## config.mk

```make
export PLATFORM = sky130hd
export DESIGN_NAME = uart_tx_arbiter_flat
export DESIGN_NICKNAME = d
export VERILOG_FILES = /design/src/rtl/uart_pkg.sv /design/src/rtl/uart_tx_arbiter_if.sv /design/src/rtl/rr_pick4.sv /design/src/rtl/uart_tx_arbiter.sv /design/src/flat_wrapper.sv
export SDC_FILE = /design/constraint.sdc
export NUM_CORES = 1
export LEC_CHECK = 0
export CORE_ASPECT_RATIO = 0.6
export CORE_MARGIN = 1.5
export CORE_UTILIZATION = 43
export DETAILED_ROUTE_END_ITERATION = 8
export PLACE_DENSITY = 0.8
export SLEW_MARGIN = 15
export SYNTH_ARGS = -nofsm -noshare
export SYNTH_HDL_FRONTEND = slang
export SYNTH_SLANG_ARGS = --single-unit
```

## constraint.sdc

```tcl
create_clock -name i_clk -period 2.2 [get_ports i_clk]
set_clock_uncertainty 0.05 [all_clocks]
set_input_delay 0.44 -clock i_clk [delete_from_list [all_inputs] [get_ports i_clk]]
set_output_delay 0.44 -clock i_clk [all_outputs]
set_load 0.02 [all_outputs]
```

## src/rtl/uart_pkg.sv

```systemverilog
// uart_pkg
// Shared definitions for the UART transmit arbiter:
//   state_t            - arbiter FSM state encoding
//   WAIT_LOW_TIMEOUT   - WAIT_LOW cycles with i_txrdy still high before the
//                        handshake is declared broken
//   CFG_*              - bit positions inside one channel's 3-bit framing field
//                        {eight, pen, ohel}
package uart_pkg;

    typedef enum logic [2:0] {
        ST_IDLE      = 3'd0,
        ST_ISSUE     = 3'd1,
        ST_WAIT_LOW  = 3'd2,
        ST_WAIT_HIGH = 3'd3,
        ST_GAP       = 3'd4
    } state_t;

    localparam int WAIT_LOW_TIMEOUT = 4;
    localparam int WL_CNT_W         = $clog2(WAIT_LOW_TIMEOUT);

    localparam int CFG_W     = 3;
    localparam int CFG_EIGHT = 2;
    localparam int CFG_PEN   = 1;
    localparam int CFG_OHEL  = 0;

endpackage

```

## src/rtl/uart_tx_arbiter_if.sv

```systemverilog
// uart_tx_arbiter_if
// Bundles the requester-side, transmitter-side and status signals of the
// UART transmit arbiter.
//   i_req   [3:0]  level request per channel
//   i_data  [31:0] channel k byte on [8k+7:8k]
//   i_cfg   [11:0] channel k framing on [3k+2:3k] = {eight, pen, ohel}
//   i_rate  [18:0] shared baud divisor
//   i_txrdy        UART_TX ready
//   o_write        one-cycle write strobe to UART_TX
//   o_byte  [7:0]  byte being transmitted
//   o_eight/o_pen/o_ohel  framing of the current frame
//   o_rate  [18:0] baud divisor of the current frame
//   o_ack   [3:0]  one-hot grant pulse
//   o_owner [1:0]  channel of the current or last frame
//   o_busy         arbiter not idle
//   o_err          sticky handshake error
// Modports: slave = the arbiter, master = requesters plus UART_TX side.
interface uart_tx_arbiter_if;

    logic [3:0]  i_req;
    logic [31:0] i_data;
    logic [11:0] i_cfg;
    logic [18:0] i_rate;
    logic        i_txrdy;
    logic        o_write;
    logic [7:0]  o_byte;
    logic        o_eight;
    logic        o_pen;
    logic        o_ohel;
    logic [18:0] o_rate;
    logic [3:0]  o_ack;
    logic [1:0]  o_owner;
    logic        o_busy;
    logic        o_err;

    modport slave (
        input  i_req, i_data, i_cfg, i_rate, i_txrdy,
        output o_write, o_byte, o_eight, o_pen, o_ohel, o_rate,
        output o_ack, o_owner, o_busy, o_err
    );

    modport master (
        output i_req, i_data, i_cfg, i_rate, i_txrdy,
        input  o_write, o_byte, o_eight, o_pen, o_ohel, o_rate,
        input  o_ack, o_owner, o_busy, o_err
    );

endinterface

```

## src/rtl/rr_pick4.sv

```systemverilog
// rr_pick4
// Combinational round-robin selector over four requests.
//   req   [3:0]  request vector
//   last  [1:0]  most recently granted channel
//   valid        at least one request is set
//   idx   [1:0]  winner: first set bit searching from last+1 upward (mod 4)
module rr_pick4 (
    input  logic [3:0] req,
    input  logic [1:0] last,
    output logic       valid,
    output logic [1:0] idx
);

    // Walk offsets from farthest to nearest so the nearest set bit after
    // 'last' is the final assignment; offset 4 wraps to 'last' itself,
    // giving the previous winner the lowest priority.
    always_comb begin
        valid = 1'b0;
        idx   = last;
        for (int off = 4; off >= 1; off--) begin
            if (req[last + 2'(off)]) begin
                valid = 1'b1;
                idx   = last + 2'(off);
            end
        end
    end

endmodule

```

## src/rtl/uart_tx_arbiter.sv

```systemverilog
// uart_tx_arbiter
// Shares one UART transmitter between four requesters. A round-robin grant
// latches the winner's byte, framing and the shared baud divisor, strobes
// o_write once, follows the i_txrdy low/high handshake of the transmitter and
// then enforces IDLE_GAP idle cycles before the next grant.
//   i_clk    rising-edge clock
//   i_rst_n  asynchronous active-low reset
//   bus      uart_tx_arbiter_if.slave (request, transmitter and status signals)
module uart_tx_arbiter
    import uart_pkg::*;
#(
    parameter int          NUM_REQ    = 4,
    parameter int          IDLE_GAP   = 16,
    parameter logic [18:0] RESET_RATE = 19'd109
) (
    input  logic             i_clk,
    input  logic             i_rst_n,
    uart_tx_arbiter_if.slave bus
);

    localparam logic [7:0]         GAP_LOAD = (IDLE_GAP > 0) ? 8'(IDLE_GAP - 1) : 8'd0;
    localparam logic [NUM_REQ-1:0] ACK_ONE  = NUM_REQ'(1);

    state_t              state;
    logic [1:0]          last_grant;
    logic [WL_CNT_W-1:0] wl_cnt;
    logic [7:0]          gap_cnt;

    logic                pick_valid;
    logic [1:0]          pick_idx;
    logic [CFG_W-1:0]    pick_cfg;

    rr_pick4 u_pick (
        .req   (bus.i_req),
        .last  (last_grant),
        .valid (pick_valid),
        .idx   (pick_idx)
    );

    assign pick_cfg = bus.i_cfg[CFG_W*pick_idx +: CFG_W];

    always_ff @(posedge i_clk or negedge i_rst_n) begin
        if (!i_rst_n) begin
            state       <= ST_IDLE;
            last_grant  <= 2'd3;
            wl_cnt      <= '0;
            gap_cnt     <= 8'd0;
            bus.o_write <= 1'b0;
            bus.o_ack   <= '0;
            bus.o_busy  <= 1'b0;
            bus.o_err   <= 1'b0;
            bus.o_owner <= 2'd0;
            bus.o_byte  <= 8'h00;
            bus.o_eight <= 1'b0;
            bus.o_pen   <= 1'b0;
            bus.o_ohel  <= 1'b0;
            bus.o_rate  <= RESET_RATE;
        end else begin
            // Strobes default low; only the transitions below raise them.
            bus.o_write <= 1'b0;
            bus.o_ack   <= '0;
            case (state)
                ST_IDLE: begin
                    if (bus.i_txrdy && pick_valid) begin
                        bus.o_byte  <= bus.i_data[8*pick_idx +: 8];
                        bus.o_eight <= pick_cfg[CFG_EIGHT];
                        bus.o_pen   <= pick_cfg[CFG_PEN];
                        bus.o_ohel  <= pick_cfg[CFG_OHEL];
                        bus.o_rate  <= bus.i_rate;
                        bus.o_ack   <= ACK_ONE << pick_idx;
                        bus.o_owner <= pick_idx;
                        last_grant  <= pick_idx;
                        bus.o_busy  <= 1'b1;
                        state       <= ST_ISSUE;
                    end
                end
                ST_ISSUE: begin
                    bus.o_write <= 1'b1;
                    wl_cnt      <= '0;
                    state       <= ST_WAIT_LOW;
                end
                ST_WAIT_LOW: begin
                    // The transmitter must drop i_txrdy to acknowledge the
                    // write; staying high too long means the strobe was lost.
                    if (!bus.i_txrdy) begin
                        state <= ST_WAIT_HIGH;
                    end else if (wl_cnt == WL_CNT_W'(WAIT_LOW_TIMEOUT - 1)) begin
                        bus.o_err  <= 1'b1;
                        bus.o_busy <= 1'b0;
                        state      <= ST_IDLE;
                    end else begin
                        wl_cnt <= wl_cnt + 1'b1;
                    end
                end
                ST_WAIT_HIGH: begin
                    if (bus.i_txrdy) begin
                        if (IDLE_GAP == 0) begin
                            bus.o_busy <= 1'b0;
                            state      <= ST_IDLE;
                        end else begin
                            gap_cnt <= GAP_LOAD;
                            state   <= ST_GAP;
                        end
                    end
                end
                ST_GAP: begin
                    if (gap_cnt == 8'd0) begin
                        bus.o_busy <= 1'b0;
                        state      <= ST_IDLE;
                    end else begin
                        gap_cnt <= gap_cnt - 1'b1;
                    end
                end
                default: begin
                    bus.o_busy <= 1'b0;
                    state      <= ST_IDLE;
                end
            endcase
        end
    end

endmodule

```

## src/flat_wrapper.sv

```systemverilog
// flat-port wrapper written by rule: the top's interface ports become plain ports
module uart_tx_arbiter_flat import uart_pkg::*;
#(
    parameter int          NUM_REQ    = 4,
    parameter int          IDLE_GAP   = 16,
    parameter logic [18:0] RESET_RATE = 19'd109
)
  (i_clk, i_rst_n, bus_i_req, bus_i_data, bus_i_cfg, bus_i_rate, bus_i_txrdy, bus_o_write, bus_o_byte, bus_o_eight, bus_o_pen, bus_o_ohel, bus_o_rate, bus_o_ack, bus_o_owner, bus_o_busy, bus_o_err);
  uart_tx_arbiter_if bus_i ();
  input  logic i_clk;
  input  logic i_rst_n;
  input wire logic [$bits(bus_i.i_req)-1:0] bus_i_req;
  input wire logic [$bits(bus_i.i_data)-1:0] bus_i_data;
  input wire logic [$bits(bus_i.i_cfg)-1:0] bus_i_cfg;
  input wire logic [$bits(bus_i.i_rate)-1:0] bus_i_rate;
  input wire logic [$bits(bus_i.i_txrdy)-1:0] bus_i_txrdy;
  output wire logic [$bits(bus_i.o_write)-1:0] bus_o_write;
  output wire logic [$bits(bus_i.o_byte)-1:0] bus_o_byte;
  output wire logic [$bits(bus_i.o_eight)-1:0] bus_o_eight;
  output wire logic [$bits(bus_i.o_pen)-1:0] bus_o_pen;
  output wire logic [$bits(bus_i.o_ohel)-1:0] bus_o_ohel;
  output wire logic [$bits(bus_i.o_rate)-1:0] bus_o_rate;
  output wire logic [$bits(bus_i.o_ack)-1:0] bus_o_ack;
  output wire logic [$bits(bus_i.o_owner)-1:0] bus_o_owner;
  output wire logic [$bits(bus_i.o_busy)-1:0] bus_o_busy;
  output wire logic [$bits(bus_i.o_err)-1:0] bus_o_err;
  assign bus_i.i_req = bus_i_req;
  assign bus_i.i_data = bus_i_data;
  assign bus_i.i_cfg = bus_i_cfg;
  assign bus_i.i_rate = bus_i_rate;
  assign bus_i.i_txrdy = bus_i_txrdy;
  assign bus_o_write = bus_i.o_write;
  assign bus_o_byte = bus_i.o_byte;
  assign bus_o_eight = bus_i.o_eight;
  assign bus_o_pen = bus_i.o_pen;
  assign bus_o_ohel = bus_i.o_ohel;
  assign bus_o_rate = bus_i.o_rate;
  assign bus_o_ack = bus_i.o_ack;
  assign bus_o_owner = bus_i.o_owner;
  assign bus_o_busy = bus_i.o_busy;
  assign bus_o_err = bus_i.o_err;
  uart_tx_arbiter #(.NUM_REQ(NUM_REQ), .IDLE_GAP(IDLE_GAP), .RESET_RATE(RESET_RATE)) u_core (.i_clk(i_clk), .i_rst_n(i_rst_n), .bus(bus_i));
endmodule
```

==> report_table.html, run 1 <==
<table>
<tr><th>Metric</th><th>Value</th></tr>
<tr><th colspan="2">Run status</th></tr>
<tr><td>Run status</td><td>complete, no violations</td></tr>
<tr><th colspan="2">Flow run</th></tr>
<tr><td>Maximum capacitance violations</td><td>0</td></tr>
<tr><th colspan="2">Place</th></tr>
<tr><td>Final weighted congestion in routability-driven placement</td><td>0.831</td></tr>
<tr><td>Cell total after placement</td><td>440</td></tr>
<tr><td>HPWL reported at the end of detailed placement</td><td>5.21 mm</td></tr>
<tr><td>Port-buffer cells</td><td>108</td></tr>
<tr><th colspan="2">STA</th></tr>
<tr><td>Fmax achieved</td><td>477 MHz</td></tr>
<tr><td>Max-slew headroom at the worst pin</td><td>55.8%</td></tr>
<tr><td>Hold violation count in the final report</td><td>0</td></tr>
<tr><td>Total count of max-transition violations in the final report</td><td>0</td></tr>
<tr><td>Actual slew at the worst max-slew pin</td><td>0.663 ns</td></tr>
<tr><td>Setup repair after global routing missed its margin</td><td>no</td></tr>
<tr><td>Setup violations, final</td><td>0</td></tr>
<tr><td>Tightest hold margin</td><td>0.187 ns</td></tr>
<tr><td>Post-route clock period utilization</td><td>95.4%</td></tr>
<tr><td>Clock period minus worst slack</td><td>2.10 ns</td></tr>
<tr><th colspan="2">Global routing</th></tr>
<tr><td>Initial antenna violation count</td><td>0</td></tr>
<tr><td>Pin count of the biggest net entering global routing</td><td>55</td></tr>
<tr><td>Number of global-route vias before repair</td><td>2272</td></tr>
<tr><td>Global Route Usage Sum</td><td>21.1%</td></tr>
<tr><td>Wire length of the first global-routing pass</td><td>11.2 mm</td></tr>
<tr><td>Grt total ovfl</td><td>0</td></tr>
<tr><th colspan="2">Final layout</th></tr>
<tr><td>Most common cell after layout, fill and taps aside</td><td>clkdlybuf4s50_1</td></tr>
<tr><td>Final Core Density</td><td>70.8%</td></tr>
<tr><td>Final antenna diode count</td><td>0</td></tr>
<tr><td>Area delta synth-&gt;final</td><td>53.5%</td></tr>
<tr><td>Fin cells</td><td>448</td></tr>
<tr><td>Proportion of layout cells with a drive suffix above 1</td><td>20.7%</td></tr>
<tr><td>Count of nets after finishing</td><td>440</td></tr>
<tr><td>Commonest cells after routing, fill and taps aside</td><td>clkdlybuf4s50_1, dfrtp_1, nor2_1</td></tr>
<tr><td>Layout filler cell count</td><td>450</td></tr>
<tr><th colspan="2">Route</th></tr>
<tr><td>Total DRC errors in the routed layout</td><td>0</td></tr>
<tr><td>Post-detailed-route count of antenna-violating nets</td><td>0</td></tr>
<tr><td>Wire length reported by the detailed router</td><td>6.76 mm</td></tr>
<tr><td>Number of detailed-route iterations in the first pass</td><td>4</td></tr>
<tr><td>Routed length per instance</td><td>15.1 microns</td></tr>
<tr><td>Initial drt markers</td><td>90</td></tr>
<tr><td>Vias after detailed routing</td><td>2348</td></tr>
<tr><td>Via density per instance</td><td>5.24</td></tr>
<tr><th colspan="2">Pwr</th></tr>
<tr><td>Leakage Power</td><td>1.76 nW</td></tr>
<tr><td>PwrDens</td><td>1250 nW/um^2</td></tr>
<tr><td>Worst-case vdd ir drop</td><td>0.630 mV</td></tr>
<tr><td>Sum of internal, switching and leakage power</td><td>5.13 mW</td></tr>
<tr><th colspan="2">Yosys</th></tr>
<tr><td>Post-synthesis cell type count</td><td>43</td></tr>
<tr><td>Top cells by area, synth</td><td>dfrtp_1, mux2_2, dfstp_2, mux2i_1, nor2_1</td></tr>
<tr><td>Mean area per synthesized cell</td><td>10.8 sq um</td></tr>
<tr><td>Post-Synthesis Cell Area</td><td>2670 sq um</td></tr>
<tr><td>YS warnings</td><td>0</td></tr>
<tr><td>Sequential area share after synthesis</td><td>51.0%</td></tr>
<tr><td>Post-synthesis cell type with the largest combined area</td><td>dfrtp_1</td></tr>
<tr><td>Syn Inst Count</td><td>247</td></tr>
<tr><td>Area fraction of the dominant cell type after synthesis</td><td>44.1%</td></tr>
<tr><td>#FFs+latches synth</td><td>54</td></tr>
<tr><td>Number of nets produced by synthesis</td><td>320</td></tr>
<tr><th colspan="2">Clocking</th></tr>
<tr><td>CTS tree</td><td>done</td></tr>
<tr><td>Post CTS Setup Buffer Count</td><td>0</td></tr>
<tr><td>Number of buffers added to fix hold violations after cts</td><td>0</td></tr>
<tr><td>Source-to-sink clock delay at the later pin of the worst-skew pair</td><td>0.31 ns</td></tr>
<tr><td>Num Clock Sinks</td><td>54</td></tr>
<tr><td>Number of buffers created by CTS</td><td>5</td></tr>
<tr><td>H-tree level count</td><td>2</td></tr>
<tr><td>CTS Buffer Depth</td><td>2</td></tr>
<tr><td>Root buffer selected by CTS</td><td>clkbuf_8</td></tr>
<tr><td>Clock Pin Slew Worst Setup and Hold Paths</td><td>0.10 ns</td></tr>
<tr><th colspan="2">Hold path</th></tr>
<tr><td>Path class of the lowest-slack min-delay path</td><td>input port to asynchronous set/reset pin</td></tr>
<tr><th colspan="2">Worst setup path</th></tr>
<tr><td>Category of the critical setup timing path</td><td>input port to register</td></tr>
<tr><td>Highest fanout seen on the critical path</td><td>19</td></tr>
<tr><td>Critical Path Sink Type</td><td>register</td></tr>
<tr><td>Worst endpoint required time</td><td>2.35 ns</td></tr>
<tr><td>Arrival time worst endpoint</td><td>2.25 ns</td></tr>
<tr><td>Worst Setup Start Kind</td><td>input port</td></tr>
<tr><th colspan="2">Die</th></tr>
<tr><td>Initial core utilization</td><td>46.1%</td></tr>
<tr><td>Die Ht</td><td>64.0 microns</td></tr>
<tr><td>Overall die width</td><td>105 microns</td></tr>
<tr><td>Total core area</td><td>5780 sq um</td></tr>
<tr><td>Count of standard-cell rows</td><td>21</td></tr>
<tr><td>Area of the die</td><td>6700 sq um</td></tr>
<tr><td>Top-Level Pins</td><td>109</td></tr>
</table>
-- cells in the mapped netlist --
cell      number
dfrtp_1       47
nor2_1        24
mux2_2        19
inv_1         16
nand3_1       15
mux2i_1       12
nand2_1       11
a21oi_1        9
nor3_1         9
a211oi_1       8
buf_2          8
o221a_2        8
dfstp_2        7
clkbuf_1       6
nand2b_1       6
a211oi_2       3
ha_1           3
o221a_1        3
xor2_1         3
buf_6          2
nand2_2        2
nor2b_1        2
nor4_1         2
o21ai_0        2
o41ai_1        2
a21o_1         1
a31o_2         1
and2_0         1
and2_1         1
and3_1         1
and3b_1        1
nor2_2         1
nor3b_1        1
o211ai_1       1
o311a_1        1
o311ai_0       1
o31a_1         1
o32a_1         1
or2_2          1
or2_4          1
or3_1          1
or4_1          1
or4_4          1
-- power by group --
part	internal [mW]	switching, mW
logic	1.39	1.28
registers	1.46	0.292
clock network	0.375	0.333
total	3.22	1.91
-- metrics by stage --
step | setup WS (ns) | setup TNS [ns] | area [sq um]
3_5_place_dp | -0.225 | -6.19 | 3970
3_3_place_gp | -0.158 | -4.32 | 3970
2_1_floorplan | 0.299 | 0 | 2670
6_report | 0.102 | 0 | 4090
5_1_grt | 0.000806 | 0 | 4090
4_1_cts | 0.116 | 0 | 4090
-- flip-flops by register name, indices dropped and copies added (netlist names), 2 cells and up --
| register | cells |
|---|---|
| u_core.bus.o_ack | 4 |
| u_core.wl_cnt | 2 |
| u_core.bus.o_rate | 19 |
| u_core.bus.o_byte | 8 |
| u_core.last_grant | 2 |
| u_core.bus.o_owner | 2 |
| u_core.state | 3 |
| u_core.gap_cnt | 8 |
-- layer usage --
layer / vias up / part of all wire [%] / global-route usage [%]
li1: 1119 / - / -
met1: 1113 / 48 / 28.8
met2: 103 / 43 / 33.0
met3: 13 / 6.5 / 5.10
met4: 0 / 2.1 / 7.53
met5: - / 0 / 0
-- final timing paths --
check,slack [ns],end,startpoint,depth (start not counted)
max,0.10,u_core.bus.o_rate[18],bus_i_req[3],7
min reg2reg,0.43,u_core.bus.o_err,u_core.bus.o_err,1
max reg2reg,0.16,u_core.gap_cnt[0],u_core.gap_cnt[4],5
min,0.19,u_core.wl_cnt[0],i_rst_n,2
max in group asynchronous,1.47,u_core.bus.o_byte[3],i_rst_n,2
min in group i_clk,0.43,u_core.bus.o_err,u_core.bus.o_err,1
-- cell families (layout without fill, tap and decap cells) --
kind of cell             Yosys count  in the layout  synth area share, %
XOR/XNOR                           3              3                0.986
flip-flops                        54             54                 51.0
adder cells (fa/ha/maj)            3              3                 1.41
multiplexers                      31             31                 12.5
AND/OR/NAND/NOR                   82             82                 15.3
buffers and inverters             32            153                 5.44
AO/OA/AOI/OAI                     42             42                 13.3
-- cell type report --
cell class / instances / area, sq um / area share, %
Timing Repair Buffer: 129 / 1280 / 31.4
Sequential cell: 54 / 1360 / 33.2
Clock buffer: 6 / 82.6 / 2.02
Clock inverter: 2 / 38.8 / 0.947
Multi-Input combinational cell: 161 / 1170 / 28.5
Inverter: 16 / 60.1 / 1.47
Tap cell: 80 / 100 / 2.44
-- timing repair --
action,4_1_cts,5_1_grt
endpoints found under the setup margin,0,1
hold endpoints to repair,0,0
gates resized for setup,0,1
-- critical path, stage by stage --
cell	delay, ns
clkdlybuf4s50_1	0.54
o41ai_1	0.10
buf_4	0.14
nor4_2	0.34
buf_12	0.18
buf_12	0.15
mux2_2	0.34
No activity file was read; power rests on OpenSTA's default activity.
==> run 2: changes to the inputs <==
- CTS_CLUSTER_SIZE: default -> 40
==> results of run 2 <==
Final layout, timing and power as in run 1 (identical DEF).
